`src/rtl/riscv_ctrl_pkg.sv`:
```
// Shared control-path definitions for the pipeline hazard controller.
package riscv_ctrl_pkg;

    typedef enum logic [1:0] {
        ST_RUN      = 2'd0,
        ST_MDU_BUSY = 2'd1,
        ST_REDIRECT = 2'd2
    } hz_state_e;

    localparam int unsigned MDU_MAX_CYCLES_DEF = 34;

    // Load-use hazard: a load in EX writes a register the ID instruction reads.
    // x0 is never a real dependency.
    function automatic logic load_use(
        input logic       mem_to_reg,
        input logic [4:0] rd,
        input logic [4:0] rs1,
        input logic [4:0] rs2,
        input logic       uses_rs1,
        input logic       uses_rs2
    );
        return mem_to_reg && (rd != 5'd0) &&
               ((uses_rs1 && (rs1 == rd)) || (uses_rs2 && (rs2 == rd)));
    endfunction

endpackage

```
`src/rtl/hazard_ctrl_if.sv`:
```
// Pipeline-side hazard signals: ID/EX observations in, hold/flush controls out.
interface hazard_ctrl_if;

    logic [4:0] id_rs1;
    logic [4:0] id_rs2;
    logic       id_uses_rs1;
    logic       id_uses_rs2;
    logic [4:0] ex_rd;
    logic       ex_mem_to_reg;
    logic       ex_branch_taken;
    logic       ex_mdu_start;
    logic       mdu_done;

    logic       pc_hold;
    logic       if_id_hold;
    logic       id_ex_hold;
    logic       if_id_flush;
    logic       id_ex_flush;

    // Pipeline datapath side
    modport master (
        output id_rs1, id_rs2, id_uses_rs1, id_uses_rs2, ex_rd,
               ex_mem_to_reg, ex_branch_taken, ex_mdu_start, mdu_done,
        input  pc_hold, if_id_hold, id_ex_hold, if_id_flush, id_ex_flush
    );

    // Hazard controller side
    modport slave (
        input  id_rs1, id_rs2, id_uses_rs1, id_uses_rs2, ex_rd,
               ex_mem_to_reg, ex_branch_taken, ex_mdu_start, mdu_done,
        output pc_hold, if_id_hold, id_ex_hold, if_id_flush, id_ex_flush
    );

endinterface

```
`src/rtl/sat_counter.sv`:
```
// Up-counter that sticks at all-ones; synchronous clear beats increment.
module sat_counter #(
    parameter int unsigned W = 32
) (
    input  logic         clk,
    input  logic         rst_n,
    input  logic         clr_i,
    input  logic         inc_i,
    output logic [W-1:0] cnt_o
);

    logic [W-1:0] cnt_q;
    logic [W-1:0] cnt_d;

    // Next count: clear, saturating increment, or hold
    always_comb begin
        cnt_d = cnt_q;
        if (clr_i) begin
            cnt_d = '0;
        end else if (inc_i && (cnt_q != '1)) begin
            cnt_d = cnt_q + W'(1);
        end
    end

    // Count register
    always_ff @(posedge clk or negedge rst_n) begin
        if (!rst_n) begin
            cnt_q <= '0;
        end else begin
            cnt_q <= cnt_d;
        end
    end

    assign cnt_o = cnt_q;

endmodule

```
`src/rtl/hazard_ctrl.sv`:
```
// Pipeline hazard controller: load-use stall, taken-branch redirect,
// multi-cycle MDU stall with watchdog, and a stall-cycle counter.
module hazard_ctrl
    import riscv_ctrl_pkg::*;
#(
    parameter int unsigned MDU_MAX_CYCLES = MDU_MAX_CYCLES_DEF,
    parameter int unsigned CNT_W          = 32
) (
    input  logic             clk,
    input  logic             rst_n,
    hazard_ctrl_if.slave     hz,
    input  logic             cnt_clr,
    output logic [1:0]       state,
    output logic             mdu_timeout,
    output logic [CNT_W-1:0] stall_cnt
);

    localparam int unsigned WD_W = $clog2(MDU_MAX_CYCLES + 1);

    hz_state_e       state_q, state_d;
    logic [WD_W-1:0] wd_q, wd_d;
    logic            to_q, to_d;

    logic pc_hold_c, if_id_hold_c, id_ex_hold_c, if_id_flush_c, id_ex_flush_c;
    logic lu_c;

    assign lu_c = load_use(hz.ex_mem_to_reg, hz.ex_rd, hz.id_rs1, hz.id_rs2,
                           hz.id_uses_rs1, hz.id_uses_rs2);

    // Hazard decode: same-cycle hold/flush plus next state and watchdog
    always_comb begin
        state_d       = state_q;
        wd_d          = wd_q;
        to_d          = to_q;
        pc_hold_c     = 1'b0;
        if_id_hold_c  = 1'b0;
        id_ex_hold_c  = 1'b0;
        if_id_flush_c = 1'b0;
        id_ex_flush_c = 1'b0;
        case (state_q)
            ST_RUN: begin
                wd_d = '0;
                if (hz.ex_branch_taken) begin
                    if_id_flush_c = 1'b1;
                    id_ex_flush_c = 1'b1;
                    state_d       = ST_REDIRECT;
                end else if (hz.ex_mdu_start) begin
                    pc_hold_c    = 1'b1;
                    if_id_hold_c = 1'b1;
                    id_ex_hold_c = 1'b1;
                    wd_d         = WD_W'(1);
                    state_d      = ST_MDU_BUSY;
                end else if (lu_c) begin
                    pc_hold_c     = 1'b1;
                    if_id_hold_c  = 1'b1;
                    id_ex_flush_c = 1'b1;
                end
            end
            ST_MDU_BUSY: begin
                // wd_q is the 1-based index of the current busy cycle
                if (hz.mdu_done) begin
                    wd_d    = '0;
                    state_d = ST_RUN;
                end else if (wd_q == WD_W'(MDU_MAX_CYCLES)) begin
                    to_d    = 1'b1;
                    wd_d    = '0;
                    state_d = ST_RUN;
                end else begin
                    pc_hold_c    = 1'b1;
                    if_id_hold_c = 1'b1;
                    id_ex_hold_c = 1'b1;
                    wd_d         = wd_q + WD_W'(1);
                end
            end
            ST_REDIRECT: begin
                if_id_flush_c = 1'b1;
                state_d       = ST_RUN;
            end
            default: begin
                wd_d    = '0;
                state_d = ST_RUN;
            end
        endcase
    end

    // FSM, watchdog and sticky timeout registers
    always_ff @(posedge clk or negedge rst_n) begin
        if (!rst_n) begin
            state_q <= ST_RUN;
            wd_q    <= '0;
            to_q    <= 1'b0;
        end else begin
            state_q <= state_d;
            wd_q    <= wd_d;
            to_q    <= to_d;
        end
    end

    // Controls are forced low while reset is asserted
    assign hz.pc_hold     = rst_n & pc_hold_c;
    assign hz.if_id_hold  = rst_n & if_id_hold_c;
    assign hz.id_ex_hold  = rst_n & id_ex_hold_c;
    assign hz.if_id_flush = rst_n & if_id_flush_c;
    assign hz.id_ex_flush = rst_n & id_ex_flush_c;

    assign state       = state_q;
    assign mdu_timeout = to_q;

    sat_counter #(.W(CNT_W)) u_stall_cnt (
        .clk   (clk),
        .rst_n (rst_n),
        .clr_i (cnt_clr),
        .inc_i (hz.pc_hold),
        .cnt_o (stall_cnt)
    );

endmodule

```
`src/flat_wrapper.sv`:
```
// flat-port wrapper written by rule: the top's interface ports become plain ports
module hazard_ctrl_flat import riscv_ctrl_pkg::*;
#(
    parameter int unsigned MDU_MAX_CYCLES = MDU_MAX_CYCLES_DEF,
    parameter int unsigned CNT_W          = 32
)
  (clk, rst_n, cnt_clr, state, mdu_timeout, stall_cnt, hz_id_rs1, hz_id_rs2, hz_id_uses_rs1, hz_id_uses_rs2, hz_ex_rd, hz_ex_mem_to_reg, hz_ex_branch_taken, hz_ex_mdu_start, hz_mdu_done, hz_pc_hold, hz_if_id_hold, hz_id_ex_hold, hz_if_id_flush, hz_id_ex_flush);
  hazard_ctrl_if hz_i ();
  input  logic clk;
  input  logic rst_n;
  input  logic cnt_clr;
  output logic [1:0] state;
  output logic mdu_timeout;
  output logic [CNT_W-1:0] stall_cnt;
  input wire logic [$bits(hz_i.id_rs1)-1:0] hz_id_rs1;
  input wire logic [$bits(hz_i.id_rs2)-1:0] hz_id_rs2;
  input wire logic [$bits(hz_i.id_uses_rs1)-1:0] hz_id_uses_rs1;
  input wire logic [$bits(hz_i.id_uses_rs2)-1:0] hz_id_uses_rs2;
  input wire logic [$bits(hz_i.ex_rd)-1:0] hz_ex_rd;
  input wire logic [$bits(hz_i.ex_mem_to_reg)-1:0] hz_ex_mem_to_reg;
  input wire logic [$bits(hz_i.ex_branch_taken)-1:0] hz_ex_branch_taken;
  input wire logic [$bits(hz_i.ex_mdu_start)-1:0] hz_ex_mdu_start;
  input wire logic [$bits(hz_i.mdu_done)-1:0] hz_mdu_done;
  output wire logic [$bits(hz_i.pc_hold)-1:0] hz_pc_hold;
  output wire logic [$bits(hz_i.if_id_hold)-1:0] hz_if_id_hold;
  output wire logic [$bits(hz_i.id_ex_hold)-1:0] hz_id_ex_hold;
  output wire logic [$bits(hz_i.if_id_flush)-1:0] hz_if_id_flush;
  output wire logic [$bits(hz_i.id_ex_flush)-1:0] hz_id_ex_flush;
  assign hz_i.id_rs1 = hz_id_rs1;
  assign hz_i.id_rs2 = hz_id_rs2;
  assign hz_i.id_uses_rs1 = hz_id_uses_rs1;
  assign hz_i.id_uses_rs2 = hz_id_uses_rs2;
  assign hz_i.ex_rd = hz_ex_rd;
  assign hz_i.ex_mem_to_reg = hz_ex_mem_to_reg;
  assign hz_i.ex_branch_taken = hz_ex_branch_taken;
  assign hz_i.ex_mdu_start = hz_ex_mdu_start;
  assign hz_i.mdu_done = hz_mdu_done;
  assign hz_pc_hold = hz_i.pc_hold;
  assign hz_if_id_hold = hz_i.if_id_hold;
  assign hz_id_ex_hold = hz_i.id_ex_hold;
  assign hz_if_id_flush = hz_i.if_id_flush;
  assign hz_id_ex_flush = hz_i.id_ex_flush;
  hazard_ctrl #(.MDU_MAX_CYCLES(MDU_MAX_CYCLES), .CNT_W(CNT_W)) u_core (.clk(clk), .rst_n(rst_n), .hz(hz_i), .cnt_clr(cnt_clr), .state(state), .mdu_timeout(mdu_timeout), .stall_cnt(stall_cnt));
endmodule
```
`config.mk`:
```
export PLATFORM = sky130hd
export DESIGN_NAME = hazard_ctrl_flat
export DESIGN_NICKNAME = d
export VERILOG_FILES = /design/src/rtl/riscv_ctrl_pkg.sv /design/src/rtl/hazard_ctrl_if.sv /design/src/rtl/sat_counter.sv /design/src/rtl/hazard_ctrl.sv /design/src/flat_wrapper.sv
export SDC_FILE = /design/constraint.sdc
export NUM_CORES = 1
export LEC_CHECK = 0
export CAP_MARGIN = 30
export CORE_MARGIN = 2
export CORE_UTILIZATION = 45
export CTS_CLUSTER_DIAMETER = 40
export DETAILED_ROUTE_END_ITERATION = 10
export PLACE_DENSITY = 0.77
export SLEW_MARGIN = 20
export SYNTH_ARGS = -nofsm -noshare
export SYNTH_HDL_FRONTEND = slang
export SYNTH_SLANG_ARGS = --single-unit
```
`constraint.sdc`:
```
create_clock -name clk -period 2.5 [get_ports clk]
set_clock_uncertainty 0.2 [all_clocks]
set_input_delay 0.25 -clock clk [delete_from_list [all_inputs] [get_ports clk]]
set_output_delay 0.25 -clock clk [all_outputs]
set_load 0.05 [all_outputs]
```
== After elaboration in Yosys (flattened, before gate mapping) ==
Cells that the tools add are included.
Word-level totals
  register bits after elaboration: 41
  input bits: 24
  output and inout port bits: 40
  word-level logic and storage cells: 56
Operators by class
  add/subtract/negate cells: 2
  eq/ne operators: 8
  mux-type cells: 26
  bitwise operators: 5
  reduce and logical (&&, ||, !) cells: 11
Operator list (number)
  32-bit two-way mux: 2
  32-bit by 1-bit adder with 32-bit output (second input constant): 1
  32-bit != test (second input constant): 1
  6-bit two-way mux: 3
  6-bit case mux with 3 select lines: 1
  1-bit two-way mux: 12
  5-bit == test: 2
  2-bit two-way mux: 4
  6-bit by 1-bit adder with 6-bit output (second input constant): 1
  6-bit == test (second input constant): 1
  1-bit case mux with 2 select lines: 3
  1-bit logical AND: 5
  5-bit nonzero test: 1
  1-bit AND: 4
  2-bit case mux with 2 select lines: 1
  3-bit by 2-bit != test with 1-bit output (second input constant): 1
  3-bit != test (second input constant): 1
  3-bit AND reduction: 1
  2-bit by 1-bit == test with 1-bit output (second input constant): 1
  2-bit == test (second input constant): 1
  2-bit logical NOT: 1
  2-bit AND reduction: 1
  2-bit nonzero test: 1
  1-bit logical OR: 1
  1-bit inverter: 1

== Depth between registers and ports, before layout ==
Gate-level depths: netlist of the first run.
  depth in word-level cells: 12
  mapped depth: 10
  gate-level depth less buffers: 8

== Hierarchy ==
A second synthesis of the first run with hierarchy kept.
Second synthesis, totals
  cell total of the unflattened synthesis: 273
  area, all modules: 2538.7 um^2
By module, submodules not included
  sat_counter: instances 1, cells each 198, area each 1854.3 um^2, sequential area each 800.8 um^2
  hazard_ctrl: instances 1, cells each 75, area each 684.4 um^2, sequential area each 225.2 um^2

== Worst setup path before layout of the first run ==
Ideal clock, no wire load.
  path type: reg-to-output
  start point: register u_core.state_q[0], in the netlist u_core.state[0]
  end point: output port hz_pc_hold
  arrival time: 2727 ps
  required time: 2050 ps
  slack: -677 ps
  cell stages (with the launch flop): 9
  path buffers: 3
  cell sequence: dfrtp_1 > nor3b_2 > o41ai_1 > a21boi_2 > a21oi_4 > buf_2 > buf_4 > inv_1 > buf_4
On the way
  longest elaborated chain between the ends: 3
  elaborated cells on any way between the ends: 4
  those cells by class: 1 x eq/ne; 1 x mux; 1 x bitwise; 1 x reduce/logical
RTL lines
  start, declared: RTL line hazard_ctrl.sv:20  | hz_state_e state_q, state_d;
  start signal, assigned: RTL line hazard_ctrl.sv:93  | state_q <= state_d;
  2-bit by 1-bit == test with 1-bit output / 2-bit logical NOT (equally long branches)
  1-bit case mux with 2 select lines *
  1-bit AND *
  end, declared: RTL line flat_wrapper.sv:24  | output wire logic [$bits(hz_i.pc_hold)-1:0] hz_pc_hold;
Every way passes the cells marked *; elsewhere a longest branch is shown, timed or not.

== Final worst setup path of the first run ==
  start point: input port hz_ex_rd[4]
  end point: output port hz_pc_hold
On the way
  longest elaborated chain between the ends: 9
  elaborated cells on any way between the ends: 13
  those cells by class: 2 x eq/ne; 4 x mux; 1 x bitwise; 6 x reduce/logical
RTL lines
  start, declared: RTL line flat_wrapper.sv:19  | input wire logic [$bits(hz_i.ex_rd)-1:0] hz_ex_rd;
  5-bit == test: RTL line riscv_ctrl_pkg.sv:23  | ((uses_rs1 && (rs1 == rd)) || (uses_rs2 && (rs2 == rd)));
  1-bit logical AND: RTL line riscv_ctrl_pkg.sv:23
  1-bit logical OR: RTL line riscv_ctrl_pkg.sv:23
  1-bit logical AND *: RTL line riscv_ctrl_pkg.sv:22  | return mem_to_reg && (rd != 5'd0) &&
  1-bit two-way mux *: RTL line hazard_ctrl.sv:53  | end else if (lu_c) begin
  1-bit two-way mux *: RTL line hazard_ctrl.sv:47  | end else if (hz.ex_mdu_start) begin
  1-bit two-way mux *: RTL line hazard_ctrl.sv:43  | if (hz.ex_branch_taken) begin
  1-bit case mux with 2 select lines *: RTL line hazard_ctrl.sv:40  | case (state_q)
  1-bit AND *: RTL line hazard_ctrl.sv:100  | assign hz.pc_hold = rst_n & pc_hold_c;
Marks and branches as above.

==> key figures, run 1 <==
Yosys
  – Ys flop type: dfrtp_1
  – Post-synth EDFFs: 0
  – Sequential-to-total area share from yosys stat: between 30% and 40%
  – Post-synthesis mux area share: ~4.8%
  – Async S/R FF share, synth: 100%
  – Yosys warnings: 0
  – FF+latch count, synth: between 40 and 50
  – Synth Area in Adders: 1.44%
  – Unique masters post-synth: 42
  – Synth Net Count: about 320
  – Post-synthesis cell count: a little under 300
  – Combinational family with the most area after synthesis: simple AND/OR/NAND/NOR gates
  – Synth Area in Compound Gates: between 10% and 20%
  – Post-synthesis simple-gate area fraction: 31.9%
  – Post-Synth XOR/XNOR Area: 3.37%
  – Mapped Area: ~2600 um2
  – Post-Syn Area per Cell: between 9 and 10 um2

STA
  – Final hold vios: 0
  – Final setup viols: 0
  – Worst rel slew slack: about 63%
  – Setup TNS: 0 ns
  – Tmin final: ~2.5 ns
  – Max-slew violations: 0
  – Period utilization: a little over nine tenths
  – Least-Margin Pin Slew: between 0.5 and 0.6 ns
  – Fmax: 0.408 GHz
  – RSZ-0062 raised after global routing: yes

Place
  – DP Wirelength: just under 5000 um
  – Gpl congestion: 0.788
  – PortBufs: 63

Global routing
  – GRT Util Overall: a little under a quarter
  – Antenna violations before repair: 0
  – First-pass GRT wire length: approximately 12000 um
  – Total grt overflow: 0
  – Vias in the first global route: 2496
  – Largest net degree at the start of global routing: 44

Final layout
  – Area growth from synthesis to layout: 45.5%
  – Layout cells sized above 1: between 20% and 30%
  – Most common cell after layout, fill and taps aside: clkdlybuf4s50_1
  – Area occupied by registers: roughly 1000 um2
  – Area of the multi-input gates: 1580 um2
  – Fillers: about 430
  – Most frequent cells in the layout: clkdlybuf4s50_1 (54), dfrtp_1 (37), buf_4 (33)
  – Number of nets in the layout: slightly above 400
  – # diodes: 0

Drt
  – Final WL: between 7000 and 8000 um
  – DR vias: ~2.6k
  – DRT iter0 DRCs: 148
  – Routed len/inst: 16.0 um
  – DRC viols: 0
  – Final ANT Viol Nets: 0
  – Drt first pass iters: 4
  – Via density: 5.85

Clock network
  – Worst-path clk slew: approximately 0.080 ns
  – TritonCTS clock tree: yes
  – CTS Buffer Depth: 2
  – Clock sink count: around 40
  – Worst-Skew Late Latency: around 0.30 ns
  – CTS H-tree depth: 2
  – Root Driver: clkbuf_8
  – CTS Buf Count: 5

Worst setup path
  – Worst path slowest cell: clkdlybuf4s50_1
  – Crit-path cells: clkdlybuf4s50_1 -> or4_4 -> o21ai_2 -> nor3_2 -> a21oi_4 -> buf_12 -> clkinvlp_4 -> buf_6
  – Max FO, Critical Path: 3
  – Crit path max-delay family: buffers and inverters
  – CP required: slightly above 2 ns
  – Max stage delay on crit path: around 0.48 ns
  – CP Capture Type: output pin
  – CP Data Arrival Time: roughly 2.0 ns
  – CP bufs+invs: 4
  – CP Launch Type: input pin
  – WS Path Type: input pin to output pin

Floorplanning
  – Initial Util: 47.0%
  – Total die area: between 6000 and 7000 um2
  – Die X: around 80 um
  – Die height: between 80 and 90 um
  – Std cell rows: 27
  – Core ar.: ~5500 um2
  – Ports: 64

Power and ir drop
  – PwrDens: roughly 380 nW/um2
  – Power Total: ~1.4 mW
  – Static leakage: about 1.5 nW
  – Worst VDD drop: ~0.19 mV

Worst hold path
  – HP Class: flip-flop to flip-flop

Flow run
  – Max_cap viols: 0

Outcome
  – Status: completed
final timing paths:
check	startpoint	end	slack, ns	cells past startpoint
setup reg to reg	u_core.state[1]	u_core.u_stall_cnt.cnt_o[17]	0.07	8
hold reg to reg	u_core.mdu_timeout	u_core.mdu_timeout	0.27	1
hold / removal	u_core.mdu_timeout	u_core.mdu_timeout	0.27	1
min in group asynchronous	rst_n	u_core.u_stall_cnt.cnt_o[19]	0.30	3
max in group asynchronous	rst_n	u_core.u_stall_cnt.cnt_o[1]	1.35	3
setup / recovery	hz_ex_rd[4]	hz_pc_hold	0.05	8
cell type report:
type / count / area share, %
clock buffer: 6 / 1.92
inverter: 4 / 0.496
sequential: 41 / 27.2
multi-input combinational: 225 / 41.7
clock inverter: 2 / 0.264
timing repair buffer: 101 / 26.0
tap: 72 / 2.38
state kept, by name (all words and copies together), names as in the netlist:
signal,count
u_core.u_stall_cnt.cnt_o,32
u_core.wd_q,6
u_core.state,2
u_core.mdu_timeout,1
cells by family after synthesis:
| logic type | Yosys count |
|---|---|
| AO/OA/AOI/OAI | 62 |
| XOR/XNOR | 10 |
| adder cells (fa/ha/maj) | 3 |
| buffers and inverters | 23 |
| flip-flops | 41 |
| multiplexers | 11 |
| AND/OR/NAND/NOR | 139 |
metal layers:
metal | wire (um) | up-vias | part of all wire, % | global-route usage [%]
li1 | - | 1261 | - | -
met1 | 3140 | 1287 | 43 | 29.5
met2 | 3710 | 81 | 51 | 38.7
met3 | 286 | 11 | 4.0 | 3.48
met4 | 98 | 0 | 1.4 | 7.97
met5 | 0 | - | 0 | 0
where the power goes:
part	total [mW]	switching, mW	internal (mW)	leakage, nW
combinational	0.309	0.161	0.148	0.933
sequential	0.684	0.0117	0.672	0.564
clock	0.439	0.245	0.194	0.0450
total	1.43	0.418	1.01	1.54
metrics by stage:
stage          hold slack [ns]  std cells  cell area [um2]  worst slack (ns)  utilization (%)
2_1_floorplan           -0.246        289             2670           -0.0864                -
5_1_grt                  0.289        451             3790           -0.0182             68.4
3_5_place_dp            0.0242        431             3500            -0.251             63.2
4_1_cts                  0.276        445             3680           -0.0530             66.4
3_3_place_gp            0.0299        431             3500            -0.158             63.2
6_report                 0.274        451             3790            0.0463             68.4
cells in the mapped netlist, drive strengths merged (10+ instances only):
cell	n	area (um2)
a21oi	23	126
mux2	11	124
nor2b	12	75.1
o31ai	13	97.6
nand3	14	70.1
dfrtp	41	1030
xnor2	10	87.6
or4	14	105
nand4	15	109
nor2	25	93.8
buf	11	65.1
nand2	19	71.3
o21ai	15	75.1
repair_timing:
item | in CTS | in global routing
hold endpoints to repair | 41 | 0
gates cloned | 1 | 0
endpoints found under the setup margin | 2 | 17
resized for setup | 8 | 16
pin swaps | 3 | 13
setup buffers | 4 | 6
hold buffers | 1 | 0
No activity file was read; power rests on OpenSTA's default activity.
==> inputs of run 2 (changes only) <==
--- a/config.mk
+++ b/config.mk
@@ -10,7 +10,7 @@
 export CORE_UTILIZATION = 45
 export CTS_CLUSTER_DIAMETER = 40
 export DETAILED_ROUTE_END_ITERATION = 10
-export PLACE_DENSITY = 0.77
+export PLACE_DENSITY = 0.89
 export SLEW_MARGIN = 20
 export SYNTH_ARGS = -nofsm -noshare
 export SYNTH_HDL_FRONTEND = slang
==> key figures, run 2 (synthesized netlist as in run 1, its figures left out) <==
Worst setup path
  – CP required: around 2.5 ns
  – WS Path Type: flip-flop to flip-flop
  – CP Launch Type: flip-flop
  – Max stage delay on crit path: around 0.53 ns
  – Worst path slowest cell: or4b_1
  – FF-to-FF Start: u_core.state[1]
  – CP Data Arrival Time: 2.51 ns
  – CP Capture Type: flip-flop
  – Max FO, Critical Path: 11
  – Crit-path cells: nor3b_4 -> o41ai_4 -> a21boi_4 -> a21oi_4 -> buf_6 -> bufbuf_16 -> or4b_1 -> a21oi_1
  – Critical Path Start: u_core.state[1]

Place
  – Post-Place Cells: 440
  – DP Wirelength: 4900 um
  – PortBufs: 63
  – Gpl congestion: 0.796

Power and ir drop
  – PwrDens: about 390 nW/um2
  – Power Total: about 1.6 mW
  – Worst VDD drop: roughly 0.23 mV
  – Clock power share: 35.9%
  – Switching Share: between 20% and 30%
  – Static leakage: about 1.7 nW
  – Seq pwr share: ~44%
  – Psw: 418 uW
  – Int Power: 1.16 mW
  – Gate power share: roughly a fifth

Worst hold path
  – HP Class: input pin to asynchronous set/reset pin

Clock network
  – Worst-path clk slew: 0.08 ns
  – CTS Buffer Depth: 2
  – CTS H-tree depth: 2
  – TritonCTS clock tree: yes
  – CTS Buf Count: 5
  – Worst-Skew Late Latency: ~0.30 ns
  – Clock sink count: slightly above 40
  – Root Driver: clkbuf_8

Global routing
  – Antenna violations before repair: 0
  – GRT Util Overall: approximately 25%
  – First-pass GRT wire length: approximately 13000 um
  – Total grt overflow: 0
  – Vias in the first global route: around 2.7k
  – Largest net degree at the start of global routing: 44

Floorplanning
  – Die height: ~80 um
  – Initial Util: approximately 47%
  – Core ar.: 5540 um2
  – Std cell rows: 27
  – Ports: 64
  – Total die area: between 6000 and 7000 um2
  – Die X: 80.1 um

Drt
  – Drt first pass iters: 4
  – DR vias: about 2.8k
  – Final WL: 7970 um
  – DRT iter0 DRCs: ~330
  – Final ANT Viol Nets: 0
  – DRC viols: 0
  – Via density: between 6 and 7
  – Routed len/inst: between 15 and 20 um

STA
  – Final hold vios: 0
  – Fmax: 0.403 GHz
  – Worst rel slew slack: a little under two thirds
  – Period utilization: approximately 99%
  – Least-Margin Pin Slew: about 0.54 ns
  – Hold Slack: approximately 0.13 ns
  – RSZ-0062 raised after global routing: yes
  – Final setup viols: 0
  – Max-slew violations: 0
  – Tmin final: roughly 2.5 ns

Final layout
  – Most common cell after layout, fill and taps aside: clkdlybuf4s50_1
  – Fin cells: between 400 and 500
  – Max reg flops: 32
  – Number of nets in the layout: between 400 and 500
  – Area growth from synthesis to layout: 53.7%
  – Most frequent cells in the layout: clkdlybuf4s50_1 (52), buf_4 (43), dfrtp_1 (37)
  – Fillers: 390
  – Fin util: between 70% and 80%
  – Layout cells sized above 1: ~27%
  – Area of the multi-input gates: 1650 um2
  – # diodes: 0
  – Area occupied by registers: approximately 1000 um2

Flow run
  – Max_cap viols: 0

Outcome
  – Status: completed
-- run 2: cell types whose count changed in the layout (fill, tap and decap cells not counted), sizes merged --
cell	delta
bufbuf	+2
buf	+7
clkbuf	+1
clkdlybuf4s50	-2
dlygate4sd2	-2
clkinv	-2
bufinv	+1
dlymetal6s2s	+4
-- run 2: path summary, 6_finish.rpt --
kind / to / cells after the start / slack, ns
worst min-delay path: u_core.state[1] / 2 / 0.13
worst max-delay path: u_core.u_stall_cnt.cnt_o[9] / 8 / 0.02
max in group asynchronous: u_core.u_stall_cnt.cnt_o[0] / 4 / 1.18
min in group clk: u_core.mdu_timeout / 1 / 0.27
worst max register to register: u_core.u_stall_cnt.cnt_o[9] / 8 / 0.02
worst min register to register: u_core.mdu_timeout / 1 / 0.27
-- run 2: power groups by stage --
stage               logic [mW]  registers [mW]  clock network, mW
CTS                      0.306           0.683              0.564
floorplan                0.119           0.717                  0
detailed placement       0.268           0.698                  0
finish                   0.323           0.686              0.565
global placement         0.261           0.697                  0
global route             0.346           0.687              0.603
-- run 2: what timing repair did --
| action | in CTS | in global routing |
|---|---|---|
| endpoints found under the setup margin | 10 | 30 |
| hold endpoints to repair | 41 | 0 |
| hold buffers | 1 | 0 |
| pin swaps | 10 | 15 |
| setup buffers | 4 | 5 |
| resized for setup | 7 | 37 |
| gates cloned | 2 | 0 |
-- run 2: critical path, delay by kind of cell (launching register included) --
family                 cells  cell delay [ns]
DFF                        1             0.47
AOI/OAI and AO/OA          4             0.54
buffers and inverters      2             0.40
and+or+nand+nor            2             0.79
-- run 2: layer usage --
| metal | GRT usage (%) | share of wire [%] | vias up |
|---|---|---|---|
| met5 | 0 | 0 | - |
| met4 | 12.2 | 2.5 | 0 |
| met2 | 42.4 | 51 | 131 |
| li1 | - | - | 1274 |
| met1 | 30.4 | 40 | 1375 |
| met3 | 4.16 | 6.2 | 17 |
-- run 2: through the flow --
step	TNS (ns)	cell area (um2)	setup WS (ns)
after floorplan	-0.606	2670	-0.0864
after global placement	-1.51	3570	-0.117
after detailed placement	-3.59	3570	-0.186
after CTS	-0.0383	3820	-0.0115
after global routing	-0.324	4000	-0.0449
final	0	4000	0.0170
-- run 2: cell type report --
class                      instances  share of cell area [%]
multi-input combinational        225                    41.2
timing repair buffer             110                    27.4
sequential                        41                    25.8
tap                               72                    2.25
clock buffer                       7                    2.16
clock inverter                     1                   0.751
inverter                           4                   0.469
